## src/rtl/instruction_fetch_stage.sv

```systemverilog
// ============================================================================
// Module   : instruction_fetch_stage
// Purpose  : Owns the PC, addresses the instruction memory and fills IF/ID.
//            Define IF_PERF_COUNT_EN to build the perf counters.
// Revision : 1.0 - initial release
// ============================================================================
`default_nettype none

module instruction_fetch_stage #(
  parameter logic [31:0] RESET_PC   = 32'h0000_0000,
  parameter int unsigned IMEM_BYTES = 16384
) (
  input  logic        clk,
  input  logic        reset,
  input  logic        stall,
  input  logic        branch_taken,
  input  logic [31:0] branch_target,
  input  logic        jump,
  input  logic [31:0] jump_target,
  output logic [31:0] imem_addr,
  input  logic [31:0] imem_data,
  output logic [31:0] ifid_instr,
  output logic [31:0] ifid_pc_plus4,
  output logic        ifid_valid,
  output logic        fetch_fault,
  output logic [31:0] perf_fetched,
  output logic [31:0] perf_stalls
);

  localparam logic [31:0] c_LAST_FETCH_ADDR = 32'(IMEM_BYTES - 4);
  localparam logic [31:0] c_NOP             = 32'h0000_0000;

  logic [31:0] pc_q, pc_d;
  logic [31:0] instr_q, instr_d;
  logic [31:0] pc_plus4_q, pc_plus4_d;
  logic        valid_q, valid_d;
  logic        fault_q, fault_d;

  logic [31:0] w_pc_plus4;
  logic        w_pc_bad;
  logic        w_redirect;

  assign w_pc_plus4 = pc_q + 32'd4;
  assign w_pc_bad   = (pc_q[1:0] != 2'b00) || (pc_q > c_LAST_FETCH_ADDR);
  assign w_redirect = branch_taken | jump;

  // The EX-stage branch is older than the ID-stage jump, so it wins.
  always_comb begin
    pc_d       = pc_q;
    instr_d    = instr_q;
    pc_plus4_d = pc_plus4_q;
    valid_d    = valid_q;
    fault_d    = fault_q;
    if (branch_taken) begin
      pc_d    = branch_target;
      instr_d = c_NOP;
      valid_d = 1'b0;
    end else if (jump) begin
      pc_d    = jump_target;
      instr_d = c_NOP;
      valid_d = 1'b0;
    end else if (!stall) begin
      pc_d       = w_pc_plus4;
      pc_plus4_d = w_pc_plus4;
      if (w_pc_bad) begin
        instr_d = c_NOP;
        valid_d = 1'b0;
        fault_d = 1'b1;
      end else begin
        instr_d = imem_data;
        valid_d = 1'b1;
      end
    end
  end

  always_ff @(posedge clk) begin
    if (reset) begin
      pc_q       <= RESET_PC;
      instr_q    <= c_NOP;
      pc_plus4_q <= 32'd0;
      valid_q    <= 1'b0;
      fault_q    <= 1'b0;
    end else begin
      pc_q       <= pc_d;
      instr_q    <= instr_d;
      pc_plus4_q <= pc_plus4_d;
      valid_q    <= valid_d;
      fault_q    <= fault_d;
    end
  end

  assign imem_addr     = pc_q;
  assign ifid_instr    = instr_q;
  assign ifid_pc_plus4 = pc_plus4_q;
  assign ifid_valid    = valid_q;
  assign fetch_fault   = fault_q;

`ifdef IF_PERF_COUNT_EN
  logic [31:0] fetched_q, fetched_d;
  logic [31:0] stalls_q, stalls_d;
  logic        w_load_valid;
  logic        w_stall_cycle;

  assign w_load_valid  = !w_redirect && !stall && !w_pc_bad;
  assign w_stall_cycle = !w_redirect && stall;
  assign fetched_d     = fetched_q + {31'd0, w_load_valid};
  assign stalls_d      = stalls_q + {31'd0, w_stall_cycle};

  always_ff @(posedge clk) begin
    if (reset) begin
      fetched_q <= 32'd0;
      stalls_q  <= 32'd0;
    end else begin
      fetched_q <= fetched_d;
      stalls_q  <= stalls_d;
    end
  end

  assign perf_fetched = fetched_q;
  assign perf_stalls  = stalls_q;
`else
  assign perf_fetched = 32'd0;
  assign perf_stalls  = 32'd0;
`endif

endmodule

`default_nettype wire

```

## config.mk

```make
export PLATFORM = sky130hd
export DESIGN_NAME = instruction_fetch_stage
export DESIGN_NICKNAME = d
export VERILOG_FILES = /design/src/rtl/instruction_fetch_stage.sv
export SDC_FILE = /design/constraint.sdc
export NUM_CORES = 1
export LEC_CHECK = 0
export CAP_MARGIN = 10
export CORE_MARGIN = 2
export CORE_UTILIZATION = 30
export DETAILED_ROUTE_END_ITERATION = 8
export PLACE_DENSITY = 0.65
export SLEW_MARGIN = 20
export SYNTH_ARGS = -nofsm -noshare
export SYNTH_HDL_FRONTEND = slang
export SYNTH_SLANG_ARGS = --single-unit
```

## constraint.sdc

```tcl
create_clock -name clk -period 1.9 [get_ports clk]
set_clock_uncertainty 0.2 [all_clocks]
set_input_delay 0.19 -clock clk [delete_from_list [all_inputs] [get_ports clk]]
set_output_delay 0.19 -clock clk [all_outputs]
set_load 0.02 [all_outputs]
```

Word level (Yosys, flattened, before mapping)
Index checks and enable logic that the tools add are counted.
{ "op_classes": {"addsub": 1, "n_bitwise": 3, "eq_ne": 1, "mux": 5, "order_cmp": 1, "n_reduce_logical": 5} }
{ "op_table": {"columns": ["cell", "count"], "rows": [
  ["2-to-1 mux 32 bit", 4],
  ["adder 32 x 3 -> 32 bit (second input constant)", 1],
  ["> comparator 32 x 14 -> 1 bit (second input constant)", 1],
  ["AND reduction 4 bit", 1],
  ["inequality test 3 x 1 -> 1 bit (second input constant)", 1],
  ["inverter 1 bit", 3],
  ["AND reduction 3 bit", 1],
  ["OR reduction 3 bit", 1],
  ["nonzero test 2 bit", 1],
  ["logical OR 1 bit", 1],
  ["2-to-1 mux 1 bit", 1]
]} }
{ "word_totals": {"output_inout_bits": 162, "elab_cells": 21, "register_bits": 98} }

Depth between registers and ports, before layout
Gate-level depths: netlist of run 1.
{ "depth": {"word_depth": 4, "ltp_mapped": 7, "mapped_depth_nobuf": 6} }

Worst setup path after synthesis of run 1
OpenSTA, ideal clock, no wires.
{ "synth_path": {"kind": "reg2reg", "start": "register pc_q[2], in the netlist imem_addr[2]", "end": "register pc_plus4_q[18], in the netlist ifid_pc_plus4[18]", "required_ns": 1.609, "slack_ns": -0.217, "setup_ns": 0.091, "t_arrival_ns": 1.826, "stages_incl_launch_ff": 6, "period_less_slack_ns": 2.117, "cell_sequence": "dfxtp_1 -> ha_1 -> and3_1 -> nand4_1 -> or3_1 -> a311oi_1"} }
{ "synth_between": {"elab_chain_len": 1} }
{ "synth_rtl": {"columns": ["element", "line", "text"], "rows": [
  ["start, declared", "33", "logic [31:0] pc_q, pc_d;"],
  ["start signal, assigned", "84", "pc_q <= pc_d;"],
  ["adder 32 x 3 -> 32 bit", "43", "assign w_pc_plus4 = pc_q + 32'd4;"],
  ["end signal, assigned", "86", "pc_plus4_q <= pc_plus4_d;"],
  ["end, declared", "35", "logic [31:0] pc_plus4_q, pc_plus4_d;"]
]} }
No other way between the ends.
A chain may end at the register's enable or synchronous reset.

Final worst setup path of run 1
{ "layout_path": {"start": "register pc_q[27], in the netlist imem_addr[27]", "end": "register instr_q[6], in the netlist ifid_instr[6]"} }
{ "layout_between": {"elab_chain_len": 3} }
{ "layout_rtl": {"columns": ["element", "line", "text"], "rows": [
  ["> comparator 32 x 14 -> 1 bit", "44", "assign w_pc_bad = (pc_q[1:0] != 2'b00) || (pc_q > c_LAST_FETCH_ADDR);"],
  ["logical OR 1 bit", "44", null],
  ["2-to-1 mux 32 bit", "65", "if (w_pc_bad) begin"],
  ["end signal, assigned", "79", "instr_q <= c_NOP;"],
  ["end signal, assigned", "85", "instr_q <= instr_d;"],
  ["end, declared", "34", "logic [31:0] instr_q, instr_d;"]
]} }
No other way between the ends.

==> results of run 1 <==
## layout make-up
| cell class | instances | area share (%) |
|---|---|---|
| clock inverter | 6 | 0.504 |
| multi-input combinational | 480 | 36.5 |
| inverter | 10 | 0.458 |
| sequential | 98 | 24.4 |
| timing repair buffer | 275 | 31.9 |
| clock buffer | 10 | 2.80 |
| tap | 225 | 3.44 |
## metal layers
layer / share of wire, % / wire length, microns
met5: 0 / 0
met4: 1.4 / 255
met3: 8.6 / 1560
met2: 47 / 8510
met1: 43 / 7720
## Yosys cell counts (all sizes together)
| library cell | instances | area share, % |
|---|---|---|
| a2111oi | 1 | 0.17 |
| a211o | 2 | 0.33 |
| a211oi | 27 | 3.9 |
| a21oi | 53 | 5.1 |
| a221oi | 3 | 0.50 |
| a222oi | 2 | 0.38 |
| a22oi | 39 | 5.6 |
| a311oi | 3 | 0.50 |
| a31oi | 2 | 0.24 |
| and2 | 2 | 0.24 |
| and3 | 7 | 0.83 |
| and4 | 4 | 0.67 |
| buf | 83 | 11 |
| clkbuf | 31 | 2.2 |
| conb | 1 | 0.071 |
| dfxtp | 98 | 37 |
| ha | 1 | 0.24 |
| inv | 10 | 0.72 |
| mux2i | 5 | 0.95 |
| nand2 | 38 | 2.7 |
| nand2b | 3 | 0.36 |
| nand3 | 14 | 1.7 |
| nand3b | 8 | 1.1 |
| nand4 | 6 | 1.1 |
| nand4b | 2 | 0.33 |
| nor2 | 86 | 6.2 |
| nor2b | 1 | 0.12 |
| nor3 | 25 | 3.2 |
| nor3b | 1 | 0.14 |
| nor4 | 12 | 2.1 |
| o211ai | 3 | 0.43 |
| o21a | 1 | 0.14 |
| o21ai | 14 | 1.3 |
| o21bai | 2 | 0.29 |
| o22ai | 4 | 0.48 |
| o31a | 4 | 0.67 |
| o31ai | 1 | 0.14 |
| o32ai | 5 | 0.83 |
| or2 | 1 | 0.12 |
| or3 | 4 | 0.48 |
| or4 | 1 | 0.14 |
| xnor2 | 16 | 2.7 |
| xor2 | 13 | 2.2 |
## metrics by stage
step | utilization (%) | setup TNS, ns | power [mW] | setup slack (ns)
after detailed placement | 44.2 | -0.123 | 3.41 | -0.0318
after global placement | 44.2 | -0.0147 | 3.41 | -0.0147
final | 47.7 | 0 | 5.15 | 0.00892
after global routing | 47.7 | -0.878 | 5.40 | -0.0566
after CTS | 46.6 | 0 | 5.18 | 0.00156
after floorplan | - | -0.454 | 2.92 | -0.0157
## critical path: cells and delay by family (launching register included)
family | cells | cell delay [ns]
compound gates | 1 | 0.07
buf+inv | 3 | 0.40
flops | 1 | 0.34
simple gates | 3 | 0.82
## logic make-up after synthesis
group / count (synthesis) / synth area share (%)
adder cells (fa/ha/maj): 1 / 0.238
AO/OA/AOI/OAI: 166 / 20.9
buffers and inverters: 124 / 14.0
flip-flops: 98 / 37.4
XOR/XNOR: 29 / 4.84
multiplexers: 5 / 0.954
AND/OR/NAND/NOR: 215 / 21.5
other: 1 / 0.0715
## flip-flops by register name, summed over array words and instances, names as in the netlist
register and cells:
imem_addr 32, ifid_valid 1, fetch_fault 1, ifid_instr 32
ifid_pc_plus4 32
## path summary, 6_finish.rpt
kind / start / endpoint / cells after the start
setup / recovery: imem_addr[27] / ifid_instr[6] / 7
hold reg to reg: ifid_pc_plus4[3] / ifid_pc_plus4[3] / 2
hold / removal: reset / imem_addr[9] / 2
setup reg to reg: imem_addr[27] / ifid_instr[6] / 7
## power by group through the flow
stage / Combinational [mW] / Sequential (mW) / Clock, mW
3_5_place_dp: 1.16 / 2.25 / 0
6_report: 1.19 / 2.21 / 1.75
5_1_grt: 1.28 / 2.22 / 1.90
4_1_cts: 1.17 / 2.20 / 1.81
2_1_floorplan: 0.564 / 2.36 / 0
3_3_place_gp: 1.16 / 2.24 / 0
## timing repair
action	4_1_cts	5_1_grt
pin swaps	5	21
endpoints found under the setup margin	46	72
buffers inserted	4	4
cloned	2	0
gates resized for setup	26	49
==> summary.md, run 1 <==
| Metric | Value |
|---|---|
| H-tree lvl count | `3` |
| Avg Vias per Cell | `4.82` |
| Final net count | `976` |
| Ports | `263` |
| Leading cell type in the layout, fill and taps excluded | `clkdlybuf4s50_1` |
| Fraction of power spent switching nets | `30.3%` |
| Maximum single-stage delay on the critical path | `0.55 ns` |
| Final cycle utilization of the critical path | `99.5%` |
| Register area share after synthesis | `37.4%` |
| Number of placement rows | `48` |
| Measured slew at the worst slew-check pin | `0.531 ns` |
| IR drop worst, VDD | `0.000414 V` |
| Required time at the endpoint of the critical path | `1.99 ns` |
| Clock tree root driver cell | `clkbuf_16` |
| Area of the mapped netlist | `0.00525 sq mm` |
| Non-filler instance count after layout | `1104` |
| Footprint of the multi-input gates | `0.00299 sq mm` |
| Static leakage | `3.17 nW` |
| Initial antenna violation count | `0` |
| Highest clock rate | `529 MHz` |
| Setup crit end kind | `flop` |
| Flop2flop setup slack | `0.009 ns` |
| RePlAce Congestion | `0.797` |
| Post-route minimum period | `1.89 ns` |
| Global-route congestion overflow total | `0` |
| Number of CTS-inserted buffers | `9` |
| Number of library cell types mapped by synthesis | `55` |
| Per-cell routed wire length | `16.4 microns` |
| Layout fillers | `1725` |
| Tightest Hold Check Type | `in2reg` |
| Clock-pin slew reported for the worst setup and hold paths after clock tree synthesis | `0.07 ns` |
| Final Hold Viols | `0` |
| Power share of the clock group | `33.9%` |
| Post-route worst hold slack | `0.0541 ns` |
| Maximum clock path buffer count | `2` |
| Post-placement cell area | `0.00760 sq mm` |
| Final Cell Area | `0.00819 sq mm` |
| N_diodes | `0` |
| Initial standard-cell utilization of the core | `30.5%` |
| Status | `finished, final reports clean` |
| Kind of start point of the critical path | `flop` |
| Antenna-violating nets left | `0` |
| Final setup viols | `0` |
| Die H | `136 microns` |
| # placed instances | `1079` |
| Sequential group share of total power | `43.0%` |
| Internal power | `3.59 mW` |
| Most frequent cell on the critical path | `buf_6` |
| Die area | `0.0186 sq mm` |
| Final wirelength | `18100 microns` |
| Routed vias | `5316` |
| Half-perimeter wire length after detailed placement | `13400 microns` |
| Critical path class | `reg2reg` |
| Mean cell area of the mapped netlist | `8.21 sq um` |
| Cts hold-fix bufs | `0` |
| Warning count from the yosys run | `0` |
| Power density over the cells | `629 mW/mm^2` |
| Remaining DRCs | `0` |
| CTS tree | `built` |
| Vias in the first global route | `5003` |
| Count of routing violations after the opening detailed-route iteration | `225` |
| Post-synthesis register bit count | `98` |
| Total count of max-transition violations in the final report | `0` |
| Length of the first detailed-routing pass in iterations | `5` |
| Routing usage on met1 | `23.8%` |
| Data arrival time at the worst-slack endpoint | `1.98 ns` |
| Cell Chain, Critical Path | `or4_4 > nor4_4 > buf_6 > buf_6 > buf_8 > a22oi_1 > nor2_1` |
| Global-route wire length before repair | `27100 microns` |
| Worst-skew pair later-pin latency | `0.35 ns` |
| Slowest stage cell, crit path | `or4_4` |
| # Max-Cap Violations | `0` |
| Cells after synthesis | `639` |
| P_sw | `1.56 mW` |
| GRT met3 Usage | `5.44%` |
| Clock net sink count | `98` |
| Busiest grt layer | `met2` |
| Standard cell core area | `0.0172 sq mm` |
| Grt met2 use | `31.2%` |
| Total of buffers placed on input and output ports | `198` |
| RSZ-0062 raised after global routing | `true` |
| Combinational power share | `23.1%` |
| Fraction of layout cells with a size suffix above 1 | `18.7%` |
| Pin count of the biggest net entering global routing | `36` |
| Area taken by flip-flops and latches | `0.00200 sq mm` |
| Layout overhead on the synthesized area | `56.1%` |
| Global router's overall resource usage | `18.9%` |
| X dimension of the die | `136 microns` |
| Headroom to the max-slew limit | `64.5%` |
| Highest net fanout along the worst path | `8` |
| Leading cell types in the layout, fill and taps excluded | `177 x clkdlybuf4s50_1, 86 x nor2_1, 74 x dfxtp_1` |
Power figures use the tool's default switching activity.
==> run 2: changes to the inputs <==
Settings changed: CORE_ASPECT_RATIO from default to 0.7, PLACE_DENSITY 0.65 to default.
Clock period 1.9 ns to 1.85 ns, I/O delays scaled along.
==> summary.md, run 2 (same netlist as run 1, synthesis figures left out) <==
| Metric | Value |
|---|---|
| CTS tree | `built` |
| Die H | `115 microns (-16%)` |
| Data arrival time at the worst-slack endpoint | `1.96 ns (-0.02 ns)` |
| IR drop worst, VDD | `0.000385 V (-7.2%)` |
| Area taken by flip-flops and latches | `0.00203 sq mm (+1.2%)` |
| Remaining DRCs | `0 (unchanged)` |
| Standard cell core area | `0.0171 sq mm (-0.35%)` |
| Power share of the clock group | `34.5% (+0.6 points)` |
| Initial standard-cell utilization of the core | `30.7% (+0.11 points)` |
| Vias in the first global route | `4844 (-3.2%)` |
| Half-perimeter wire length after detailed placement | `13900 microns (+4.2%)` |
| Leading cell types in the layout, fill and taps excluded | `165 x clkdlybuf4s50_1, 85 x nor2_1, 76 x buf_4` |
| P_sw | `1.67 mW (+7.3%)` |
| Avg Vias per Cell | `4.81 (about the same)` |
| Clock-pin slew reported for the worst setup and hold paths after clock tree synthesis | `0.07 ns (about the same)` |
| Grt met2 use | `27.0% (-4.2 points)` |
| N_diodes | `0 (unchanged)` |
| Routing usage on met1 | `28.1% (+4.3 points)` |
| Combinational power share | `23.3% (+0.2 points)` |
| Per-cell routed wire length | `16.9 microns (+3.2%)` |
| Number of placement rows | `40 (-17%)` |
| Sequential group share of total power | `42.2% (-0.8 points)` |
| Total Neg Setup Slack | `-0.103 ns (-0.103 ns)` |
| Power density over the cells | `633 mW/mm^2 (+0.65%)` |
| Layout fillers | `1711 (-0.81%)` |
| Busiest grt layer | `met1` |
| Die area | `0.0186 sq mm (about the same)` |
| RePlAce Congestion | `0.830 (+4.1%)` |
| Clock tree root driver cell | `clkbuf_16` |
| Routed vias | `5426 (+2.1%)` |
| Worst-skew pair later-pin latency | `0.36 ns (about the same)` |
| Critical path class | `reg2reg` |
| Final wirelength | `19000 microns (+5.3%)` |
| Internal power | `3.70 mW (+3.2%)` |
| Initial antenna violation count | `0 (unchanged)` |
| Layout overhead on the synthesized area | `62.0%` |
| Total of buffers placed on input and output ports | `198 (unchanged)` |
| # Max-Cap Violations | `0 (unchanged)` |
| Footprint of the multi-input gates | `0.00306 sq mm (+2.5%)` |
| Post-route minimum period | `1.87 ns (-0.0241 ns)` |
| Maximum clock path buffer count | `2 (unchanged)` |
| Ports | `263 (unchanged)` |
| Antenna-violating nets left | `0 (unchanged)` |
| Final setup viols | `18 (+18)` |
| Global-route wire length before repair | `27600 microns (+1.8%)` |
| RSZ-0062 raised after global routing | `true` |
| Violated checks | `setup timing` |
| Clock net sink count | `98 (unchanged)` |
| Final net count | `993 (+1.7%)` |
| Global-route congestion overflow total | `0 (unchanged)` |
| Highest clock rate | `536 MHz (+1.3%)` |
| Final worst-path setup slack | `-0.0170 ns (-0.0259 ns)` |
| Required time at the endpoint of the critical path | `1.95 ns (-0.04 ns)` |
| Final Hold Viols | `0 (unchanged)` |
| Status | `finished, violations left` |
| Leading cell type in the layout, fill and taps excluded | `clkdlybuf4s50_1` |
| Static leakage | `3.34 nW (+5.5%)` |
| Total count of max-transition violations in the final report | `0 (unchanged)` |
| Count of routing violations after the opening detailed-route iteration | `384 (+71%)` |
| Number of CTS-inserted buffers | `9 (unchanged)` |
| End-of-flow core utilization | `49.6% (+2.0 points)` |
| Pin count of the biggest net entering global routing | `36 (unchanged)` |
| Fraction of layout cells with a size suffix above 1 | `20.8% (+2.1 points)` |
| X dimension of the die | `162 microns (+19%)` |
| Fraction of power spent switching nets | `31.1% (+0.83 points)` |
| Final cycle utilization of the critical path | `101% (+1.4 points)` |
| Global router's overall resource usage | `19.1% (+0.16 points)` |
| GRT met3 Usage | `6.63% (+1.2 points)` |
| Kind of start point of the critical path | `flop` |
| Highest net fanout along the worst path | `8 (unchanged)` |
| Setup crit end kind | `flop` |
| Length of the first detailed-routing pass in iterations | `5 (unchanged)` |
| Tightest Hold Check Type | `in2reg` |
| H-tree lvl count | `3 (unchanged)` |
run 2: worst paths after layout:
check               startpoint                end  slack [ns]  cells after the start
max              imem_addr[18]     ifid_instr[20]       -0.02                      7
min               branch_taken       imem_addr[0]        0.18                      4
max reg2reg      imem_addr[18]     ifid_instr[20]       -0.02                      7
min reg2reg  ifid_pc_plus4[28]  ifid_pc_plus4[28]        0.26                      2
run 2: what timing repair did:
item	4_1_cts	5_1_grt
pin swaps	4	32
hold buffers	1	0
setup buffers	2	9
gates cloned	0	4
gates resized for setup	33	61
hold endpoints to repair	1	0
endpoints found under the setup margin	73	71
run 2: metal layers:
metal	vias to the layer above	part of all wire (%)	routed length, microns
met5	-	0	0
met4	0	0.63	120
met3	8	8.2	1570
met2	199	42	7910
met1	2564	50	9420
li1	2655	-	-
run 2: critical path, cell delays in order, from the launching register on:
cell	delay [ns]
dfxtp_4	0.37
nor4_4	0.26
nand2_1	0.14
nor4_4	0.28
buf_6	0.20
clkbuf_16	0.18
a22oi_1	0.06
nor2_1	0.11
run 2: area by class of cell:
class	instances	area share (%)
Multi-Input combinational cell	480	36.0
Clock inverter	7	0.692
Clock buffer	9	2.65
Sequential cell	98	23.9
Tap cell	231	3.40
Inverter	10	0.442
Timing Repair Buffer	292	33.0
run 2: stage by stage:
step | area (sq um) | total power [mW] | hold WS [ns] | setup slack, ns | std cells
floorplan | 5580 | 3.01 | 0.128 | -0.0394 | 702
global placement | 7750 | 3.52 | 0.241 | -0.187 | 1095
detailed placement | 7750 | 3.53 | 0.248 | -0.195 | 1095
CTS | 8080 | 5.36 | 0.170 | -0.0595 | 1114
global route | 8500 | 5.60 | 0.228 | -0.160 | 1127
finish | 8500 | 5.38 | 0.184 | -0.0170 | 1127
run 2: power groups by stage:
stage	Combinational (mW)	Sequential, mW	Clock, mW
after floorplan	0.586	2.42	0
final	1.25	2.27	1.85
after global routing	1.35	2.28	1.98
after CTS	1.20	2.26	1.89
after detailed placement	1.22	2.30	0
after global placement	1.22	2.30	0
